File: config.mk
export PLATFORM = sky130hd
export DESIGN_NAME = opb_register_bank_ppc2simulink
export DESIGN_NICKNAME = d
export VERILOG_FILES = /design/src/rtl/opb_register_bank_ppc2simulink.sv
export SDC_FILE = /design/constraint.sdc
export NUM_CORES = 1
export LEC_CHECK = 0
export CAP_MARGIN = 15
export CORE_ASPECT_RATIO = 1.25
export CORE_UTILIZATION = 64
export CTS_CLUSTER_SIZE = 28
export DETAILED_ROUTE_END_ITERATION = 10
export DONT_BUFFER_PORTS = 1
export PLACE_DENSITY = 0.82
export SETUP_SLACK_MARGIN = 0.3
export SYNTH_ARGS = -nofsm -noshare
export SYNTH_HDL_FRONTEND = slang
export SYNTH_SLANG_ARGS = --single-unit
File: constraint.sdc
create_clock -name OPB_Clk -period 6 [get_ports OPB_Clk]
set_input_delay 0.6 -clock OPB_Clk [delete_from_list [all_inputs] [get_ports OPB_Clk]]
set_output_delay 0.6 -clock OPB_Clk [all_outputs]
set_load 0.005 [all_outputs]
File: src/rtl/opb_register_bank_ppc2simulink.sv
// OPB slave register bank: PPC-side writes/reads, registers exported to user logic.
// Ports: OPB_* bus inputs, Sl_* slave responses, user_data_out/user_wr_strb to user logic.
// Optional macro OPB_REGBANK_SHADOW_EN: bus side uses shadows, index NUM_REGS commits.
module opb_register_bank_ppc2simulink #(
  parameter logic [31:0] C_BASEADDR   = 32'h01014900,
  parameter logic [31:0] C_HIGHADDR   = 32'h010149FF,
  parameter int          C_OPB_AWIDTH = 32,
  parameter int          C_OPB_DWIDTH = 32,
  parameter              C_FAMILY     = "virtex5",
  parameter int          NUM_REGS     = 4,
  parameter logic [31:0] RESET_VALUE  = 32'h0
) (
  input  logic                     OPB_Clk,
  input  logic                     OPB_Rst,
  input  logic [0:31]              OPB_ABus,
  input  logic [0:3]               OPB_BE,
  input  logic [0:31]              OPB_DBus,
  input  logic                     OPB_RNW,
  input  logic                     OPB_select,
  input  logic                     OPB_seqAddr,
  output logic [0:31]              Sl_DBus,
  output logic                     Sl_errAck,
  output logic                     Sl_retry,
  output logic                     Sl_toutSup,
  output logic                     Sl_xferAck,
  output logic [NUM_REGS*32-1:0]   user_data_out,
  output logic [NUM_REGS-1:0]      user_wr_strb
);

  typedef enum logic [1:0] {
    IDLE,
    ACK,
    RECOVER
  } state_t;

  state_t state_q;
  state_t state_d;

  logic [31:0] addr;
  logic [31:0] offs;
  logic [31:0] idx;
  logic [3:0]  be_v;
  logic [31:0] mask;
  logic [31:0] wdata;
  logic        in_range;
  logic        hit;
  logic        take;
  logic        wr;
  logic        reg_sel;
  logic        held_q;
  logic [31:0] rd_v;
  logic [31:0] rd_q;
  logic [NUM_REGS-1:0] strb_q;
  logic [31:0] bus_q [NUM_REGS];

  assign addr     = OPB_ABus;
  assign offs     = addr - C_BASEADDR;
  assign idx      = offs >> 2;
  assign in_range = OPB_select
                    && (addr >= C_BASEADDR)
                    && (addr <= C_HIGHADDR);
  // held_q stops a select still held after its ack from starting
  // a second transfer once RECOVER has passed.
  assign hit      = in_range && !held_q;
  assign take     = (state_q == IDLE) && hit;
  assign be_v     = OPB_BE;
  assign wr       = take && !OPB_RNW && (|be_v);
  assign reg_sel  = idx < 32'(NUM_REGS);
  assign wdata    = OPB_DBus;
  // be_v[3] is OPB_BE[0], which owns the most significant byte.
  assign mask     = {{8{be_v[3]}}, {8{be_v[2]}},
                     {8{be_v[1]}}, {8{be_v[0]}}};

`ifdef OPB_REGBANK_SHADOW_EN
  logic [31:0] out_q [NUM_REGS];
  logic        commit;
  assign commit = wr && (idx == 32'(NUM_REGS));
`endif

  always_ff @(posedge OPB_Clk) begin
    if (OPB_Rst) state_q <= IDLE;
    else         state_q <= state_d;
  end

  always_comb begin
    state_d = state_q;
    unique case (state_q)
      IDLE:    if (hit) state_d = ACK;
      ACK:     state_d = RECOVER;
      RECOVER: state_d = IDLE;
      default: state_d = IDLE;
    endcase
  end

  always_comb begin
    rd_v = '0;
    for (int i = 0; i < NUM_REGS; i++) begin
      if (reg_sel && idx == 32'(i)) rd_v = bus_q[i];
    end
  end

  always_ff @(posedge OPB_Clk) begin
    if (OPB_Rst) begin
      for (int i = 0; i < NUM_REGS; i++) begin
        bus_q[i] <= RESET_VALUE;
`ifdef OPB_REGBANK_SHADOW_EN
        out_q[i] <= RESET_VALUE;
`endif
      end
      strb_q <= '0;
      rd_q   <= '0;
      held_q <= 1'b0;
    end else begin
      strb_q <= '0;
      rd_q   <= (take && OPB_RNW) ? rd_v : '0;
      if (!OPB_select) held_q <= 1'b0;
      else if (take)   held_q <= 1'b1;
      for (int i = 0; i < NUM_REGS; i++) begin
        if (wr && reg_sel && idx == 32'(i)) begin
          bus_q[i] <= (bus_q[i] & ~mask) | (wdata & mask);
`ifndef OPB_REGBANK_SHADOW_EN
          strb_q[i] <= 1'b1;
`endif
        end
      end
`ifdef OPB_REGBANK_SHADOW_EN
      if (commit) begin
        for (int i = 0; i < NUM_REGS; i++) begin
          out_q[i] <= bus_q[i];
        end
        strb_q <= '1;
      end
`endif
    end
  end

  for (genvar g = 0; g < NUM_REGS; g++) begin : g_out
`ifdef OPB_REGBANK_SHADOW_EN
    assign user_data_out[32*g +: 32] = out_q[g];
`else
    assign user_data_out[32*g +: 32] = bus_q[g];
`endif
  end

  assign Sl_xferAck   = (state_q == ACK);
  assign Sl_DBus      = Sl_xferAck ? rd_q : 32'h0;
  assign Sl_errAck    = 1'b0;
  assign Sl_retry     = 1'b0;
  assign Sl_toutSup   = 1'b0;
  assign user_wr_strb = strb_q;

  logic unused_ok;
  assign unused_ok = ^{OPB_seqAddr, C_OPB_AWIDTH,
                       C_OPB_DWIDTH, C_FAMILY, offs[1:0]};

endmodule

==> impl_metrics.py, run 1 <==
metrics = {
    "clocking": {
        "ctsRootBufferMaster": "clkbuf_16",
        "cts_tree": "built",
        "hold_buffers": 0,
        "cts_resized": 0,
        "cts_buffer_depth": 2,
        "postCtsSetupBuffers": 0,
        "clk_pin_slew_ns": 0.06,
        "clock-sinks": 167,
        "clock_latency_ns": 0.43,
        "cts_made_buffers": 17,
        "htree_num_levels": 4,
    },
    "worst_hold_path": {
        "hold_class": "input pin to register",
        "worstHoldStart": "OPB_Rst",
    },
    "finish": {
        "layout-drive-gt1-share": 0.1864,
        "final_cell_mix": "128 x nor3_1, 128 x mux2i_1, 128 x edfxtp_1",
        "diodes": 0,
        "fillerInstances": 953,
        "nets": 768,
        "syn2layout_area_growth_pct": 7.915,
    },
    "synthesis": {
        "async_reset_ff_frac": 0,
        "yosysWarnings": 0,
        "synth.distinct_cells": 49,
        "synth-main-ff-cell": "edfxtp_1",
        "ys_seq_area_frac": 0.5329,
        "ys_seq_elements": 167,
        "synth-edff-count": 128,
        "synth.cell_area_um2": 8678,
        "avgSynthCellArea_um2": 11.87,
        "synthCells": 731,
    },
    "global_routing": {
        "grt_usage": 0.3424,
        "grt_overflow": 0,
        "antenna_found_initial": 0,
        "grt_pass1_wl_um": 36670,
        "grt_pass1_vias": 6462,
        "grt_max_degree": 54,
    },
    "detailed_routing": {
        "drc": 0,
        "ant_nets": 0,
        "num_vias": 6354,
        "drtPass1Iterations": 8,
        "vias_per_cell": 7.229,
        "post_drt_wl_per_cell_um": 27.42,
        "first_iter_violations": 751,
        "drt_wl_total_um": 24110,
    },
    "floorplan": {
        "fp.dieH_um": 132.2,
        "ios": 241,
        "row_count": 47,
        "start_util": 0.6559,
        "fp.dieW_um": 106.2,
        "die_area_um2": 14030,
        "core-area_um2": 13230,
    },
    "critical_path": {
        "critPathRequiredTime_ns": 6.09,
        "regToRegStartpoint": "state_q[1]",
        "cp-startpoint": "OPB_ABus[12]",
        "crit_top_cell": "buf_4",
        "worst-setup-path-type": "input pin to register",
        "crit_path_end_kind": "register",
        "critical_path_arrival_ns": 3.57,
        "crit_chain": "nor4_2, nand3b_2, a31oi_4, nand4_2, buf_4, o21ai_4, buf_4",
        "cp-start-kind": "input pin",
        "crit_slowest_cell": "nand4_2",
        "path_max_fanout": 20,
        "max_stage_delay_ns": 0.56,
    },
    "power": {
        "leakagePower_nw": 3.346,
        "irDropWorstVdd_mv": 0.1844,
        "p_per_area_nw_per_um2": 270.1,
    },
    "sta": {
        "finalSetupViolCount": 0,
        "period_share": 0.5807,
        "fin_ws_ns": 2.516,
        "setup_tns_ns": 0,
        "slew_viol_final": 0,
        "tightest_slew_ns": 1.029,
        "rsz0062_at_grt": "false",
        "max_freq_mhz": 287.0,
        "finalHoldViolations": 0,
        "post-route-min-period_ns": 3.484,
        "fin_skew_ns": 0.01227,
        "maxSlewHeadroom": 0.3138,
    },
    "place": {
        "globalplace.congestion": 0.8530,
        "pre_cts_ws_ns": 2.054,
        "hpwl_um": 14580,
        "numPortBuffers": 0,
    },
    "outcome": {
        "status": "finished, final reports clean",
    },
    "flow_run": {
        "maxCapViolations": 0,
    },
}
final timing paths:
check,endpoint,slack (ns),cells after the start
worst max-delay path,bus_q[2][24],2.52,7
worst min-delay path,held_q,0.25,1
worst min register to register,held_q,0.59,2
worst max register to register,bus_q[2][24],2.64,7
sequential cells by signal, summed over array words and instances, names as in the netlist:
signal	flops
bus_q	128
held_q	1
rd_q	32
state_q	2
user_wr_strb	4
cell families after synthesis:
group	share of synthesized area
buffers and inverters	0.03662
other	0.0004321
muxes	0.1892
DFF	0.5329
AOI/OAI and AO/OA	0.04181
and+or+nand+nor	0.1971
xor gates and xnor gates	0.002019
final cells by class:
class / instances / area [um2] / area share
Clock buffer: 21 / 493.0 / 0.05264
Timing Repair Buffer: 9 / 100.1 / 0.01069
Sequential cell: 167 / 4624 / 0.4938
Multi-Input combinational cell: 496 / 3836 / 0.4096
Inverter: 4 / 15.01 / 0.001603
Tap cell: 171 / 214.0 / 0.02285
Clock inverter: 11 / 82.58 / 0.008818
power breakdown:
| group | internal [mW] | total [mW] | switching, mW |
|---|---|---|---|
| Combinational | 0.0726 | 0.147 | 0.0747 |
| Sequential | 1.27 | 1.31 | 0.0376 |
| Clock | 0.597 | 1.07 | 0.476 |
| Total | 1.94 | 2.53 | 0.588 |
routing by layer:
layer	vias to the layer above	part of all wire	global-route usage
li1	2679	-	-
met1	3119	0.35	0.4090
met2	482	0.51	0.5790
met3	74	0.11	0.1013
met4	0	0.025	0.1327
met5	-	0	0
stage by stage:
stage / area (um2) / cells / utilization / hold WS [ns] / power (mW)
after global placement: 8742 / 845 / 0.6607 / 0.5284 / 1.468
after CTS: 9318 / 877 / 0.7042 / 0.2380 / 2.523
after detailed placement: 8742 / 845 / 0.6607 / 0.5619 / 1.475
after global routing: 9365 / 879 / 0.7078 / 0.2392 / 2.581
after floorplan: 8686 / 733 / - / 0.5017 / 1.463
final: 9365 / 879 / 0.7078 / 0.2462 / 2.529
synth_stat cells (7+ instances only):
library cell / instances / share of area
and2_1: 33 / 0.024
buf_1: 12 / 0.0052
buf_2: 14 / 0.0081
clkbuf_1: 33 / 0.014
dfxtp_1: 39 / 0.090
edfxtp_1: 128 / 0.44
mux2_2: 32 / 0.042
mux2i_1: 128 / 0.15
nor2_1: 46 / 0.020
nor3_1: 128 / 0.074
nor3_2: 38 / 0.044
o21ai_0: 7 / 0.0040
o22ai_1: 32 / 0.023
critical path, delay by kind of cell:
family / cells / cell delay, ns
AOI/OAI and AO/OA: 2 / 0.93
and+or+nand+nor: 3 / 1.10
buffers and inverters: 2 / 0.91
Power figures use the tool's default switching activity.
==> run 2: changes to the inputs <==
Settings changed: CORE_UTILIZATION 64 to 58, PLACE_DENSITY 0.82 to 0.78.
Clock period 6 ns to 2.9 ns, I/O delays scaled along.
==> run 2 against run 1 <==
  * Sequential share of layout area decreased by 0.70 points
  * Global-route usage shrank 3.3 points
  * Clock power up 100%
  * Cell area up 1.4%
  * Sequential cell count stayed put
  * Die area up 10%
  * The run now ends with design-rule violations left
  * Combinational power up 110%
  * Worst hold slack worse by 0.22 ns
  * Clock skew shrank 0.0035 ns
  * Sequential power is 110% higher
  * Core utilization down 5.4 points
  * Register-to-register slack lost 2.0 ns
==> impl_metrics.py, run 2 (synthesis results as in run 1) <==
metrics = {
    "detailed_routing": {
        "ant_nets": 0,
        "post_drt_wl_per_cell_um": 26.41,
        "routed.top_layer": "met4",
        "routed-wl-met3_um": 2576,
        "drc": 40,
        "drtPass1Iterations": 8,
        "num_vias": 6191,
        "drt_wl_total_um": 23770,
        "first_iter_violations": 636,
        "vias_per_cell": 6.879,
        "routed-wl-met2_um": 11860,
        "met1Wirelength_um": 8640,
    },
    "power": {
        "total_power_mw": 5.210,
        "leakagePower_nw": 3.399,
        "irDropWorstVdd_mv": 0.4041,
        "p_per_area_nw_per_um2": 548.4,
    },
    "sta": {
        "slew_viol_final": 0,
        "period_share": 0.7928,
        "finalHoldViolations": 0,
        "fin_ws_ns": 0.6009,
        "post-route-min-period_ns": 2.299,
        "maxSlewHeadroom": 0.5736,
        "max_freq_mhz": 435.0,
        "rsz0062_at_grt": "false",
        "whs_ns": 0.02945,
        "tightest_slew_ns": 0.6393,
        "finalSetupViolCount": 0,
        "fin_skew_ns": 0.008814,
        "setup_tns_ns": 0,
    },
    "global_routing": {
        "grt_max_degree": 100,
        "grt_pass1_vias": 6319,
        "antenna_found_initial": 0,
        "grt_usage": 0.3099,
        "grt_overflow": 0,
        "grt_pass1_wl_um": 36360,
    },
    "finish": {
        "regMostFlops": "bus_q",
        "final_cell_mix": "128 x mux2i_1, 128 x edfxtp_1, 127 x nor3_1",
        "syn2layout_area_growth_pct": 9.472,
        "largest_reg_flops": 128,
        "layout-drive-gt1-share": 0.1981,
        "nets": 782,
        "diodes": 0,
        "fillerInstances": 1096,
        "final_cells": 900,
    },
    "outcome": {
        "violations": "design-rule violations",
        "status": "complete, but fails checks",
    },
    "clocking": {
        "htree_num_levels": 4,
        "ctsRootBufferMaster": "clkbuf_16",
        "clock_latency_ns": 0.43,
        "cts_tree": "built",
        "clk_pin_slew_ns": 0.06,
        "cts_buffer_depth": 2,
        "cts_made_buffers": 17,
        "clock-sinks": 167,
    },
    "critical_path": {
        "crit_slowest_cell": "and4bb_2",
        "max_stage_delay_ns": 0.34,
        "critPathRequiredTime_ns": 3.00,
        "critical_path_arrival_ns": 2.40,
        "path_max_fanout": 16,
        "cp-start-kind": "register",
        "worst-setup-path-type": "register to register",
        "rr_worst_depth": 6,
        "crit_path_end_kind": "register",
        "crit_chain": "nor4b_1, nand2_1, and4bb_2, nand4_4, o31ai_4, buf_4",
    },
    "floorplan": {
        "row_count": 49,
        "ios": 241,
        "die_area_um2": 15460,
        "fp.dieW_um": 111.4,
        "start_util": 0.5973,
        "core-area_um2": 14530,
        "fp.dieH_um": 138.8,
    },
    "place": {
        "numPortBuffers": 0,
        "globalplace.congestion": 0.8369,
        "dp.cells": 867,
        "hpwl_um": 15110,
        "pre_cts_ws_ns": 0.4824,
    },
    "worst_hold_path": {
        "min_path_cells": 1,
        "hold_class": "input pin to register",
    },
    "flow_run": {
        "maxCapViolations": 0,
    },
}
[run 2: changes by cell type in the layout (fill, tap and decap cells not counted), sizes merged]
cell | before | now
inv | 11 | 5
clkinvlp | 1 | 3
buf | 9 | 22
bufinv | 0 | 2
dlygate4sd3 | 0 | 1
clkbuf | 21 | 24
clkinv | 3 | 2
[run 2: layout make-up]
class                   count  area (um2)  share of cell area
repair buffers             23       187.7             0.01976
multi-input cells         496        3887              0.4092
well taps                 178       222.7             0.02344
flip-flops and latches    167        4624              0.4868
clock buffers              24       461.7             0.04860
inverters                   4       15.01            0.001580
clock inverters             8       101.3             0.01067
[run 2: where the power goes]
group	switching, mW	internal (mW)	total [mW]
Combinational	0.155	0.155	0.309
Sequential	0.0771	2.63	2.71
Clock	0.901	1.29	2.19
Total	1.13	4.08	5.21
[run 2: worst max-delay path: cells and delay by family, from the launching register on]
kind / cells / cell delay (ns)
flip-flops: 1 / 0.33
AND/OR/NAND/NOR: 4 / 0.97
AO/OA/AOI/OAI: 1 / 0.33
buffers and inverters: 1 / 0.33
[run 2: through the flow]
step / area (um2) / util
2_1_floorplan: 8762 / -
3_3_place_gp: 8927 / 0.6144
3_5_place_dp: 8927 / 0.6144
4_1_cts: 9500 / 0.6538
5_1_grt: 9500 / 0.6538
6_report: 9500 / 0.6538
[run 2: layer usage]
layer | up-vias | track usage
li1 | 2707 | -
met4 | 0 | 0.1266
met1 | 3046 | 0.3588
met3 | 53 | 0.1141
met5 | - | 0
met2 | 385 | 0.5194
[run 2: path summary, 6_finish.rpt]
kind	start	endpoint	slack, ns
setup / recovery	state_q[1]	bus_q[0][21]	0.60
hold / removal	OPB_select	held_q	0.03
setup reg to reg	state_q[1]	bus_q[0][21]	0.60
hold reg to reg	held_q	held_q	0.55
[run 2: what timing repair did]
item                                   CTS  global route
gates resized for setup                  0             0
endpoints found under the hold margin    1             0
hold buffers                             1             0
setup buffers                            0             0
